===== src/rtl/hazard_ctrl.sv =====
// Hazard detection, operand forwarding and pipeline sequencing for the 5-stage core.
// Owns every stage's rst/en, the ID forwarding selects, the taken-branch flush
// sequencer, the debug single-step gate and saturating stall/flush counters.
module hazard_ctrl #(
    parameter int unsigned REG_AW   = 5,
    parameter int unsigned FWD_EN   = 1,
    parameter int unsigned BR_FLUSH = 1,
    parameter int unsigned CNT_W    = 16
) (
    input  logic              clk,
    input  logic              rst,
    input  logic              debug_en,
    input  logic              debug_step,
    input  logic [REG_AW-1:0] rs_addr,
    input  logic [REG_AW-1:0] rt_addr,
    input  logic              rs_used,
    input  logic              rt_used,
    input  logic              id_is_store,
    input  logic              branch_taken,
    input  logic              exe_wen,
    input  logic              exe_is_load,
    input  logic [REG_AW-1:0] exe_waddr,
    input  logic              mem_wen,
    input  logic              mem_is_load,
    input  logic [REG_AW-1:0] mem_waddr,
    input  logic              mem_ready,
    input  logic              perf_clr,
    output logic [1:0]        fwd_a,
    output logic [1:0]        fwd_b,
    output logic              fwd_m,
    output logic              if_rst,
    output logic              if_en,
    output logic              id_rst,
    output logic              id_en,
    output logic              exe_rst,
    output logic              exe_en,
    output logic              mem_rst,
    output logic              mem_en,
    output logic              wb_rst,
    output logic              wb_en,
    output logic [CNT_W-1:0]  stall_cnt,
    output logic [CNT_W-1:0]  flush_cnt
);

    // Flush depth is clamped to what the 2-bit down-counter can express.
    localparam int unsigned BrDepth   = (BR_FLUSH > 3) ? 3 : BR_FLUSH;
    localparam bit          FwdOn     = (FWD_EN != 0);
    localparam bit          FlushOn   = (BrDepth != 0);
    localparam logic [1:0]  FlushLoad = FlushOn ? 2'(BrDepth - 1) : 2'd0;

    // Forwarding select encodings
    localparam logic [1:0] FwdRf     = 2'b00;
    localparam logic [1:0] FwdMemAlu = 2'b01;
    localparam logic [1:0] FwdMemLd  = 2'b10;
    localparam logic [1:0] FwdExeAlu = 2'b11;

    // Highest-priority sequencing rule active this cycle
    typedef enum logic [2:0] {
        RuleNone,
        RuleReset,
        RuleDebug,
        RuleMemWait,
        RuleStall,
        RuleFlush
    } rule_e;

    logic             debug_prev_q, debug_prev_d;
    logic [1:0]       flush_left_q, flush_left_d;
    logic [CNT_W-1:0] stall_cnt_q, stall_cnt_d;
    logic [CNT_W-1:0] flush_cnt_q, flush_cnt_d;

    logic  exe_rs_match, exe_rt_match, mem_rs_match, mem_rt_match;
    logic  load_stall, raw_stall, step_rise, flushing;
    rule_e rule;

    // Source/writer match detection and the two stall conditions
    always_comb begin
        exe_rs_match = exe_wen && (exe_waddr != '0) && (exe_waddr == rs_addr) && rs_used;
        exe_rt_match = exe_wen && (exe_waddr != '0) && (exe_waddr == rt_addr) && rt_used;
        mem_rs_match = mem_wen && (mem_waddr != '0) && (mem_waddr == rs_addr) && rs_used;
        mem_rt_match = mem_wen && (mem_waddr != '0) && (mem_waddr == rt_addr) && rt_used;

        load_stall = 1'b0;
        raw_stall  = 1'b0;
        if (FwdOn) begin
            // A store only needs rt in MEM, where fwd_m supplies it, so no stall there.
            load_stall = exe_is_load && (exe_rs_match || (exe_rt_match && !id_is_store));
        end else begin
            raw_stall = exe_rs_match || exe_rt_match || mem_rs_match || mem_rt_match;
        end
    end

    // Forwarding selects; EXE is the youngest producer so it overrides MEM
    always_comb begin
        fwd_a = FwdRf;
        fwd_b = FwdRf;
        fwd_m = 1'b0;
        if (FwdOn && !rst) begin
            if (mem_rs_match) fwd_a = mem_is_load ? FwdMemLd : FwdMemAlu;
            if (mem_rt_match) fwd_b = mem_is_load ? FwdMemLd : FwdMemAlu;
            if (exe_rs_match) fwd_a = FwdExeAlu;
            if (exe_rt_match) fwd_b = FwdExeAlu;
            fwd_m = id_is_store && exe_rt_match && exe_is_load;
        end
    end

    // Priority rule selection
    always_comb begin
        step_rise = debug_step && !debug_prev_q;
        flushing  = (flush_left_q != 2'd0) || (branch_taken && FlushOn);
        if (rst) begin
            rule = RuleReset;
        end else if (debug_en && !step_rise) begin
            rule = RuleDebug;
        end else if (!mem_ready) begin
            rule = RuleMemWait;
        end else if (load_stall || raw_stall) begin
            rule = RuleStall;
        end else if (flushing) begin
            rule = RuleFlush;
        end else begin
            rule = RuleNone;
        end
    end

    // Stage enables and resets derived from the active rule
    always_comb begin
        if_rst  = 1'b0;
        id_rst  = 1'b0;
        exe_rst = 1'b0;
        mem_rst = 1'b0;
        wb_rst  = 1'b0;
        if_en   = 1'b1;
        id_en   = 1'b1;
        exe_en  = 1'b1;
        mem_en  = 1'b1;
        wb_en   = 1'b1;
        unique case (rule)
            RuleReset: begin
                if_rst  = 1'b1;
                id_rst  = 1'b1;
                exe_rst = 1'b1;
                mem_rst = 1'b1;
                wb_rst  = 1'b1;
            end
            RuleDebug: begin
                if_en  = 1'b0;
                id_en  = 1'b0;
                exe_en = 1'b0;
                mem_en = 1'b0;
                wb_en  = 1'b0;
            end
            RuleMemWait: begin
                // Freeze IF..MEM; WB gets a bubble so the retiring op is not written twice.
                if_en  = 1'b0;
                id_en  = 1'b0;
                exe_en = 1'b0;
                mem_en = 1'b0;
                wb_rst = 1'b1;
            end
            RuleStall: begin
                if_en   = 1'b0;
                id_en   = 1'b0;
                exe_rst = 1'b1;
            end
            RuleFlush: begin
                id_rst = 1'b1;
            end
            default: begin
            end
        endcase
    end

    // Next-state for flush sequencer, step edge detector and counters
    always_comb begin
        debug_prev_d = debug_step;
        flush_left_d = flush_left_q;
        stall_cnt_d  = stall_cnt_q;
        flush_cnt_d  = flush_cnt_q;

        // A new branch is accepted only when no flush is in progress.
        if ((rule == RuleFlush || rule == RuleNone) && flush_left_q == 2'd0 &&
            branch_taken && FlushOn) begin
            flush_left_d = FlushLoad;
        end else if (rule == RuleFlush && flush_left_q != 2'd0) begin
            flush_left_d = flush_left_q - 2'd1;
        end

        if (perf_clr) begin
            stall_cnt_d = '0;
            flush_cnt_d = '0;
        end else begin
            if ((rule == RuleMemWait || rule == RuleStall) && stall_cnt_q != '1) begin
                stall_cnt_d = stall_cnt_q + 1'b1;
            end
            if (rule == RuleFlush && flush_cnt_q != '1) begin
                flush_cnt_d = flush_cnt_q + 1'b1;
            end
        end

        if (rst) begin
            debug_prev_d = 1'b0;
            flush_left_d = 2'd0;
            stall_cnt_d  = '0;
            flush_cnt_d  = '0;
        end
    end

    // State registers; reset is folded into the next-state logic above
    always_ff @(posedge clk) begin
        debug_prev_q <= debug_prev_d;
        flush_left_q <= flush_left_d;
        stall_cnt_q  <= stall_cnt_d;
        flush_cnt_q  <= flush_cnt_d;
    end

    assign stall_cnt = stall_cnt_q;
    assign flush_cnt = flush_cnt_q;

endmodule


===== config.mk =====
export PLATFORM = sky130hd
export DESIGN_NAME = hazard_ctrl
export DESIGN_NICKNAME = d
export VERILOG_FILES = /design/src/rtl/hazard_ctrl.sv
export SDC_FILE = /design/constraint.sdc
export NUM_CORES = 1
export LEC_CHECK = 0
export BUFFER_PORTS_ARGS = -buffer_cell sky130_fd_sc_hd__buf_4
export CORE_MARGIN = 3
export CORE_UTILIZATION = 50
export CTS_BUF_LIST = sky130_fd_sc_hd__clkbuf_16
export DETAILED_ROUTE_END_ITERATION = 16
export PLACE_DENSITY = 0.8
export SLEW_MARGIN = 20
export SYNTH_ARGS = -nofsm -noshare
export SYNTH_HDL_FRONTEND = slang
export SYNTH_SLANG_ARGS = --single-unit

===== constraint.sdc =====
create_clock -name clk -period 2.7 [get_ports clk]
set_input_delay 0.27 -clock clk [delete_from_list [all_inputs] [get_ports clk]]
set_output_delay 0.27 -clock clk [all_outputs]
set_load 0.05 [all_outputs]

==> impl_metrics.py, run 1 <==
metrics = {
    "clock_tree": {
        "cts_resized": 0,
        "insertion_delay_ps": 270,
        "cts_tree": "built",
        "cts_max_level": 2,
        "cts_made_buffers": 5,
        "cts_hold_buf": 0,
        "clkTransAtPathRegs_ps": 50,
        "clockBufferDepth": 2,
        "post_cts_buffers": 0,
        "cts-root-buf": "clkbuf_16",
        "cts_sinks": 35,
    },
    "setup_path": {
        "arrival_ps": 2110,
        "r2r-end": "stall_cnt[2]$_SDFFE_PP0P_",
        "worstSetupEndpointType": "output port",
        "critical_path_class": "in -> out",
        "crit_required_ps": 2430,
        "r2r_start": "stall_cnt[0]$_SDFFE_PP0P_",
        "regToRegSetupSlack_ps": 510,
        "startpoint_type": "input port",
        "r2r_cells": 9,
        "crit_start": "exe_waddr[3]",
        "path_max_fanout": 4,
    },
    "yosys": {
        "synth_ff_type": "dfxtp_1",
        "synth_edf_count": 0,
        "syn_area_per_cell_um2": 8.05,
        "synth_cell_type_count": 43,
        "syn-cell-area_um2": 2220,
        "synth_nets": 313,
        "async_flop_share": 0,
        "ys_warn_count": 0,
        "yosysSeqAreaShare": 0.315,
        "ys_ff_latch": 35,
        "netlist_instances": 276,
    },
    "floorplanning": {
        "die_height_um": 72.7,
        "chipWidth_um": 72.7,
        "rows": 23,
        "io_pins": 81,
        "die-area_um2": 5280,
        "core_um2": 4140,
        "start_util": 0.536,
    },
    "global_route": {
        "antenna_found_initial": 0,
        "grt_pass1_wl_um": 10200,
        "grtUsageTotal": 0.238,
        "grt_max_degree": 29,
        "grt_overflow_total": 0,
        "grt_pass1_vias": 2237,
    },
    "sta": {
        "fin_crit_ps": 2380,
        "holdWs_ps": 237,
        "tightest_slew_ps": 577,
        "fmax_mhz": 421,
        "finalSetupTns_ps": 0,
        "fin_ws_ps": 324,
        "hold_violations": 0,
        "slew_headroom": 0.614,
        "fin_crit_sh": 0.880,
        "skew_ps": 3.55,
        "drv_slew": 0,
        "rsz0062_at_grt": "no",
        "finalSetupViolCount": 0,
    },
    "cells_and_area": {
        "final_util": 0.716,
        "layout_common_cells": "buf_4, dfxtp_1, nor2_1, xnor2_1, nand2_1",
        "drive_gt1_frac": 0.295,
        "nets": 391,
        "area_growth_syn_to_layout_pct": 33.6,
        "final_cell_area_um2": 2970,
        "n_antenna_cell": 0,
        "mostFrequentLayoutCell": "buf_4",
    },
    "place": {
        "post-dp-hpwl_um": 4520,
        "io_buffers": 80,
        "place_ws_ps": 305,
        "gp_congestion": 0.839,
        "postPlaceCellArea_um2": 2840,
    },
    "route": {
        "drtPass1Iterations": 4,
        "wl_per_cell_um": 15.2,
        "drt_iter0_markers": 104,
        "drc": 0,
        "vias_per_cell": 5.73,
        "wl_um": 6120,
        "antenna_left": 0,
        "vias": 2311,
    },
    "worst_hold_path": {
        "hold_path_end": "debug_prev_q$_SDFF_PP0_",
        "hp-class": "in -> reg",
        "hp-start": "debug_step",
        "hold_depth": 3,
    },
    "power_and_ir_drop": {
        "powerDensity_nw_per_um2": 421,
        "p_leak_nw": 1.16,
        "ir_worst_vdd_mv": 0.369,
    },
    "outcome": {
        "status": "completed",
    },
    "job": {
        "cap_violations": 0,
    },
}
-- worst max-delay path by stage --
| stage | end | slack, ps | cells after the start |
|---|---|---|---|
| final | if_en | 320 | 8 |
| after global routing | if_en | 270 | 8 |
| after CTS | if_en | 320 | 8 |
| after detailed placement | stall_cnt[2]$_SDFFE_PP0P_ | 300 | 9 |
| after global placement | stall_cnt[2]$_SDFFE_PP0P_ | 360 | 9 |
| after floorplan | exe_rst | 290 | 7 |
-- per-layer routing --
layer,share of wire,vias up,global-route usage
li1,-,1127,-
met1,0.42,1081,0.290
met2,0.50,91,0.420
met3,0.064,12,0.0468
met4,0.013,0,0.0717
met5,0,-,0
-- flip-flops by register name, summed over array words and instances, names as in the netlist --
register      flops
stall_cnt        16
debug_prev_q      1
flush_cnt        16
flush_left_q      2
-- cell usage after synthesis (all sizes together) (9+ instances only) --
cell type | count | area share
dfxtp | 35 | 0.32
xnor2 | 24 | 0.095
nor2 | 34 | 0.057
nand3 | 21 | 0.050
inv | 10 | 0.017
o21ai | 11 | 0.026
or3 | 9 | 0.025
nand4 | 10 | 0.028
xor2 | 13 | 0.051
nand2 | 23 | 0.039
a21oi | 15 | 0.035
-- final cells by class --
class	count	area [um^2]
clock buffers	5	125
clock inverters	1	7.51
fillers	336	1170
inverters	11	41.3
multi-input cells	218	1410
flip-flops and latches	35	701
well taps	50	62.6
repair buffers	83	623
-- critical path: stages --
cell and delay, ps:
buf_4 130, xor2_1 170, nor4_2 350, nand4b_1 140, a211o_1 350, and2_1 210
or2_2 290, buf_4 190
-- report_power, final --
group          leakage (nW)  internal (mW)  switching (mW)  total [mW]
combinational         0.819         0.0782           0.122       0.201
sequential            0.282          0.519         0.00133       0.520
clock                0.0618          0.331           0.199       0.530
total                  1.16          0.927           0.323        1.25
-- metrics by stage --
step                cells  power (mW)
finish                403        1.25
floorplan             276       0.649
global route          403        1.29
detailed placement    397       0.729
CTS                   403        1.26
global placement      397       0.725
-- logic make-up (layout without fill, tap and decap cells) --
group           Yosys count  count (layout)  synth area share
simple gates            129             129             0.293
compound gates           45              45             0.160
xor+xnor                 37              37             0.146
flops                    35              35             0.315
buf+inv                  23             100            0.0507
mux                       4               4            0.0180
fa+ha+maj                 3               3            0.0169
No activity file was read; power rests on OpenSTA's default activity.
==> run 2: changes to the inputs <==
- SETUP_SLACK_MARGIN: default -> 0.5
- SLEW_MARGIN: 20 -> 15
==> run 2 against run 1 <==
Worst hold slack worse by 4.6 ps. First-iteration DRC count up 58%. Clock-buffer cell count is the same. Sequential share of layout area decreased by 1.4 points. Worst setup slack improved by 150 ps. Routed wire length grew 5.1%. Power rose by 4.7%. Combinational power increased by 15%. Largest power group unchanged.
==> impl_metrics.py, run 2 (same netlist as run 1, synthesis figures left out) <==
metrics = {
    "job": {
        "cap_violations": 0,
    },
    "place": {
        "post-dp-hpwl_um": 4370,
        "io_buffers": 80,
        "postPlaceCellArea_um2": 2840,
        "gp_congestion": 0.843,
    },
    "power_and_ir_drop": {
        "p_int_mw": 0.951,
        "ir_worst_vdd_mv": 0.376,
        "p_total_mw": 1.31,
        "power_switching_mw": 0.358,
        "clock_power_share": 0.426,
        "powerDensity_nw_per_um2": 413,
        "p_seq_frac": 0.397,
        "p_leak_nw": 1.24,
        "comb_power_share": 0.177,
        "p_sw_frac": 0.274,
    },
    "sta": {
        "rsz0062_at_grt": "yes",
        "finalSetupViolCount": 0,
        "fin_crit_ps": 2230,
        "skew_ps": 3.01,
        "tightest_slew_ps": 558,
        "hold_violations": 0,
        "holdWs_ps": 233,
        "fmax_mhz": 449,
        "drv_slew": 0,
        "finalSetupTns_ps": 0,
        "fin_crit_sh": 0.826,
        "slew_headroom": 0.628,
    },
    "global_route": {
        "antenna_found_initial": 0,
        "grt_overflow_total": 0,
        "grt_pass1_vias": 2074,
        "grt_max_degree": 29,
        "grt_pass1_wl_um": 9740,
        "grtUsageTotal": 0.229,
    },
    "cells_and_area": {
        "drive_gt1_frac": 0.351,
        "area_growth_syn_to_layout_pct": 42.6,
        "n_antenna_cell": 0,
        "nets": 398,
        "layout_common_cells": "buf_4, nor2_1, dfxtp_1, xnor2_1, nand2_1",
        "final_cell_area_um2": 3170,
        "mostFrequentLayoutCell": "buf_4",
    },
    "clock_tree": {
        "cts_max_level": 2,
        "cts_sinks": 35,
        "clkTransAtPathRegs_ps": 60,
        "cts_made_buffers": 5,
        "cts-root-buf": "clkbuf_16",
        "clockBufferDepth": 2,
        "cts_tree": "built",
        "insertion_delay_ps": 280,
        "cts_hold_buf": 0,
    },
    "setup_path": {
        "arrival_ps": 1960,
        "crit_start": "rt_addr[3]",
        "path_max_fanout": 4,
        "r2r_start": "flush_left_q[0]$_SDFFE_PP0P_",
        "startpoint_type": "input port",
        "critical_path_class": "in -> out",
        "crit_required_ps": 2430,
        "worstSetupEndpointType": "output port",
    },
    "route": {
        "drc": 0,
        "drtPass1Iterations": 4,
        "antenna_left": 0,
        "vias_per_cell": 5.68,
        "vias": 2339,
        "wl_per_cell_um": 15.6,
        "drt_iter0_markers": 164,
        "wl_um": 6440,
    },
    "floorplanning": {
        "chipWidth_um": 72.7,
        "core_um2": 4140,
        "rows": 23,
        "io_pins": 81,
        "die-area_um2": 5280,
        "start_util": 0.536,
        "die_height_um": 72.7,
    },
    "worst_hold_path": {
        "hp-start": "debug_step",
        "hp-class": "in -> reg",
    },
    "outcome": {
        "status": "completed",
    },
}
run 2: cell types whose count changed in the layout (fill, tap and decap cells not counted), sizes merged:
cell,delta
buf,+7
clkinv,+1
inv,+1
run 2: cell type report:
cell class	count	area, um^2
Timing Repair Buffer	90	713
Inverter	11	41.3
Clock buffer	5	125
Multi-Input combinational cell	218	1510
Fill cell	314	975
Tap cell	50	62.6
Clock inverter	3	16.3
Sequential cell	35	703
run 2: critical path: stages:
cell and delay [ps]:
buf_8 100, xor2_4 180, nor4_4 310, nand4b_1 150, a211o_4 350, and2_4 170, or2_4 270, buf_8 150
run 2: power by group through the flow:
stage                     combinational, mW  sequential (mW)  clock, mW
after floorplan                       0.119            0.534          0
after global placement                0.195            0.531          0
after detailed placement              0.199            0.531          0
after CTS                             0.216            0.520      0.561
after global routing                  0.245            0.520      0.589
final                                 0.232            0.520      0.558
run 2: metal layers:
layer	up-vias	GRT usage	share of wire
li1	1136	-	-
met1	1107	0.299	0.42
met2	84	0.377	0.49
met3	12	0.0510	0.071
met4	0	0.0717	0.017
met5	-	0	0
run 2: timing repair:
action / in CTS / in global routing
pin swaps: 6 / 6
gates resized for setup: 14 / 11
cloned: 0 / 0
setup endpoints to repair: 7 / 19
hold endpoints to repair: 0 / 0
setup buffers: 7 / 1
run 2: final timing paths:
path | to | slack (ps) | cells past startpoint
worst min-delay path | debug_prev_q$_SDFF_PP0_ | 230 | 3
worst max register to register | flush_cnt[13]$_SDFFE_PP0P_ | 640 | 9
worst max-delay path | id_en | 470 | 8
worst min register to register | flush_cnt[1]$_SDFFE_PP0P_ | 510 | 2
run 2: through the flow:
stage,setup slack (ps),instances,utilization
after floorplan,517,276,-
after global placement,264,396,0.685
after detailed placement,160,396,0.685
after CTS,444,411,0.748
after global routing,418,412,0.765
final,471,412,0.765
==> run 3: changes to the inputs <==
- clock period: 2.7 -> 2.1 ns (I/O delays scaled with it)
==> run 3 against run 2 <==
The flow now finishes with violations (setup timing). First-iteration DRC count grew to 2.6 times the previous value. Die area stayed put. Critical path depth is 2 higher. Largest power group unchanged.
==> impl_metrics.py, run 3 (same netlist as run 1, synthesis figures left out) <==
metrics = {
    "setup_path": {
        "critPathTopFamily": "simple AND/OR/NAND/NOR gates",
        "crit_path_frequent_cell": "nand2_4",
        "critical_path_class": "in -> out",
        "max_stage_delay_ps": 350,
        "crit_cells": 10,
        "slowest_stage": "a211o_1",
        "worstPathCellList": "buf_6, xor2_1, nor4_1, nand3_1, a211o_1, and2_4, buf_4, nand2_4, nand2_4, buf_8",
        "arrival_ps": 1910,
        "startpoint_type": "input port",
        "worstSetupEndpointType": "output port",
        "crit_required_ps": 1890,
        "path_max_fanout": 2,
        "cp_num_buf_inv": 3,
        "regToRegSetupSlack_ps": 110,
        "r2r_cells": 7,
    },
    "floorplanning": {
        "rows": 23,
        "die-area_um2": 5280,
        "chipWidth_um": 72.7,
        "core_um2": 4140,
        "io_pins": 81,
        "die_height_um": 72.7,
        "start_util": 0.536,
    },
    "power_and_ir_drop": {
        "powerDensity_nw_per_um2": 503,
        "p_total_mw": 1.89,
        "ir_worst_vdd_mv": 0.491,
        "power_switching_mw": 0.523,
        "p_seq_frac": 0.344,
        "p_leak_nw": 1.50,
        "p_sw_frac": 0.277,
        "comb_power_share": 0.196,
        "clock_power_share": 0.460,
        "p_int_mw": 1.37,
    },
    "global_route": {
        "antenna_found_initial": 0,
        "grt_pass1_vias": 2467,
        "grt_overflow_total": 0,
        "grtUsageTotal": 0.283,
        "grt_max_degree": 29,
        "grt_pass1_wl_um": 11800,
    },
    "worst_hold_path": {
        "hp-class": "in -> reg",
        "hold_depth": 3,
    },
    "cells_and_area": {
        "layout_common_cells": "buf_4, nor2_1, xnor2_1, nand2_1, nand3_1",
        "nets": 423,
        "area_growth_syn_to_layout_pct": 69.2,
        "register_area_um2": 767,
        "fill_cells": 174,
        "multi_input_area_um2": 1750,
        "drive_gt1_frac": 0.535,
        "final_cell_area_um2": 3760,
        "n_antenna_cell": 0,
        "final_cells": 437,
        "mostFrequentLayoutCell": "buf_4",
    },
    "route": {
        "top_layer_used": "met4",
        "drc": 0,
        "wl_met3_um": 908,
        "vias_per_cell": 6.43,
        "vias": 2811,
        "wl_per_cell_um": 22.1,
        "drtPass1Iterations": 5,
        "drt_iter0_markers": 421,
        "wl_met1_um": 3580,
        "antenna_left": 0,
        "wl_met2_um": 4770,
        "wl_um": 9670,
    },
    "place": {
        "postPlaceCellArea_um2": 3080,
        "place_ws_ps": -112,
        "gp_congestion": 0.855,
        "io_buffers": 80,
        "placed_cells": 411,
        "post-dp-hpwl_um": 4650,
    },
    "clock_tree": {
        "clockBufferDepth": 2,
        "cts_tree": "built",
        "cts_max_level": 2,
        "cts_made_buffers": 5,
        "cts_sinks": 35,
        "insertion_delay_ps": 290,
        "cts-root-buf": "clkbuf_16",
        "clkTransAtPathRegs_ps": 70,
    },
    "outcome": {
        "violations": "setup timing",
        "status": "complete, but fails checks",
    },
    "job": {
        "cap_violations": 0,
    },
    "sta": {
        "fin_crit_sh": 1.01,
        "rsz0062_at_grt": "yes",
        "finalSetupTns_ps": -58.7,
        "fin_crit_ps": 2120,
        "skew_ps": 9.52,
        "slew_headroom": 0.564,
        "tightest_slew_ps": 652,
        "fin_ws_ps": -18.0,
        "fmax_mhz": 472,
        "drv_slew": 0,
        "hold_violations": 0,
        "finalSetupViolCount": 5,
    },
}
==> run 3: worst register-to-register path, delay by kind of cell (launching register included) <==
kind	cells	cell delay, ps
AOI/OAI and AO/OA	1	400
DFF	1	340
xor gates and xnor gates	1	200
and+or+nand+nor	5	900
==> run 3: cell type report <==
type,instances,share of cell area
clock buffers,5,0.0333
clock inverters,3,0.0116
inverters,11,0.0110
multi-input cells,218,0.466
flip-flops and latches,35,0.204
well taps,50,0.0166
repair buffers,115,0.258
==> run 3: worst paths after layout <==
check / startpoint / endpoint
setup reg to reg: stall_cnt[9]$_SDFFE_PP0P_ / stall_cnt[15]$_SDFFE_PP0P_
setup / recovery: rs_addr[4] / id_rst
hold / removal: debug_step / debug_prev_q$_SDFF_PP0_
hold reg to reg: flush_cnt[1]$_SDFFE_PP0P_ / flush_cnt[1]$_SDFFE_PP0P_
==> run 3: through the flow <==
stage,utilization,hold slack [ps]
after floorplan,-,345
after global placement,0.743,441
after detailed placement,0.743,449
after CTS,0.841,158
after global routing,0.907,239
final,0.907,218
==> run 3: per-layer routing <==
layer,GRT usage,vias up
li1,-,1192
met1,0.352,1353
met2,0.478,223
met3,0.0606,43
met4,0.107,0
met5,0,-
==> run 3: what timing repair did <==
action | CTS | global route
pin swaps | 13 | 20
setup endpoints to repair | 42 | 45
buffers inserted | 11 | 7
resized for setup | 40 | 44
hold buffers | 0 | 0
hold endpoints to repair | 0 | 0
==> run 3: power by group through the flow <==
stage / clock network, mW / registers (mW) / logic (mW)
3_3_place_gp: 0 / 0.664 / 0.275
5_1_grt: 0.892 / 0.650 / 0.385
2_1_floorplan: 0 / 0.668 / 0.160
3_5_place_dp: 0 / 0.664 / 0.279
4_1_cts: 0.855 / 0.649 / 0.318
6_report: 0.869 / 0.650 / 0.371
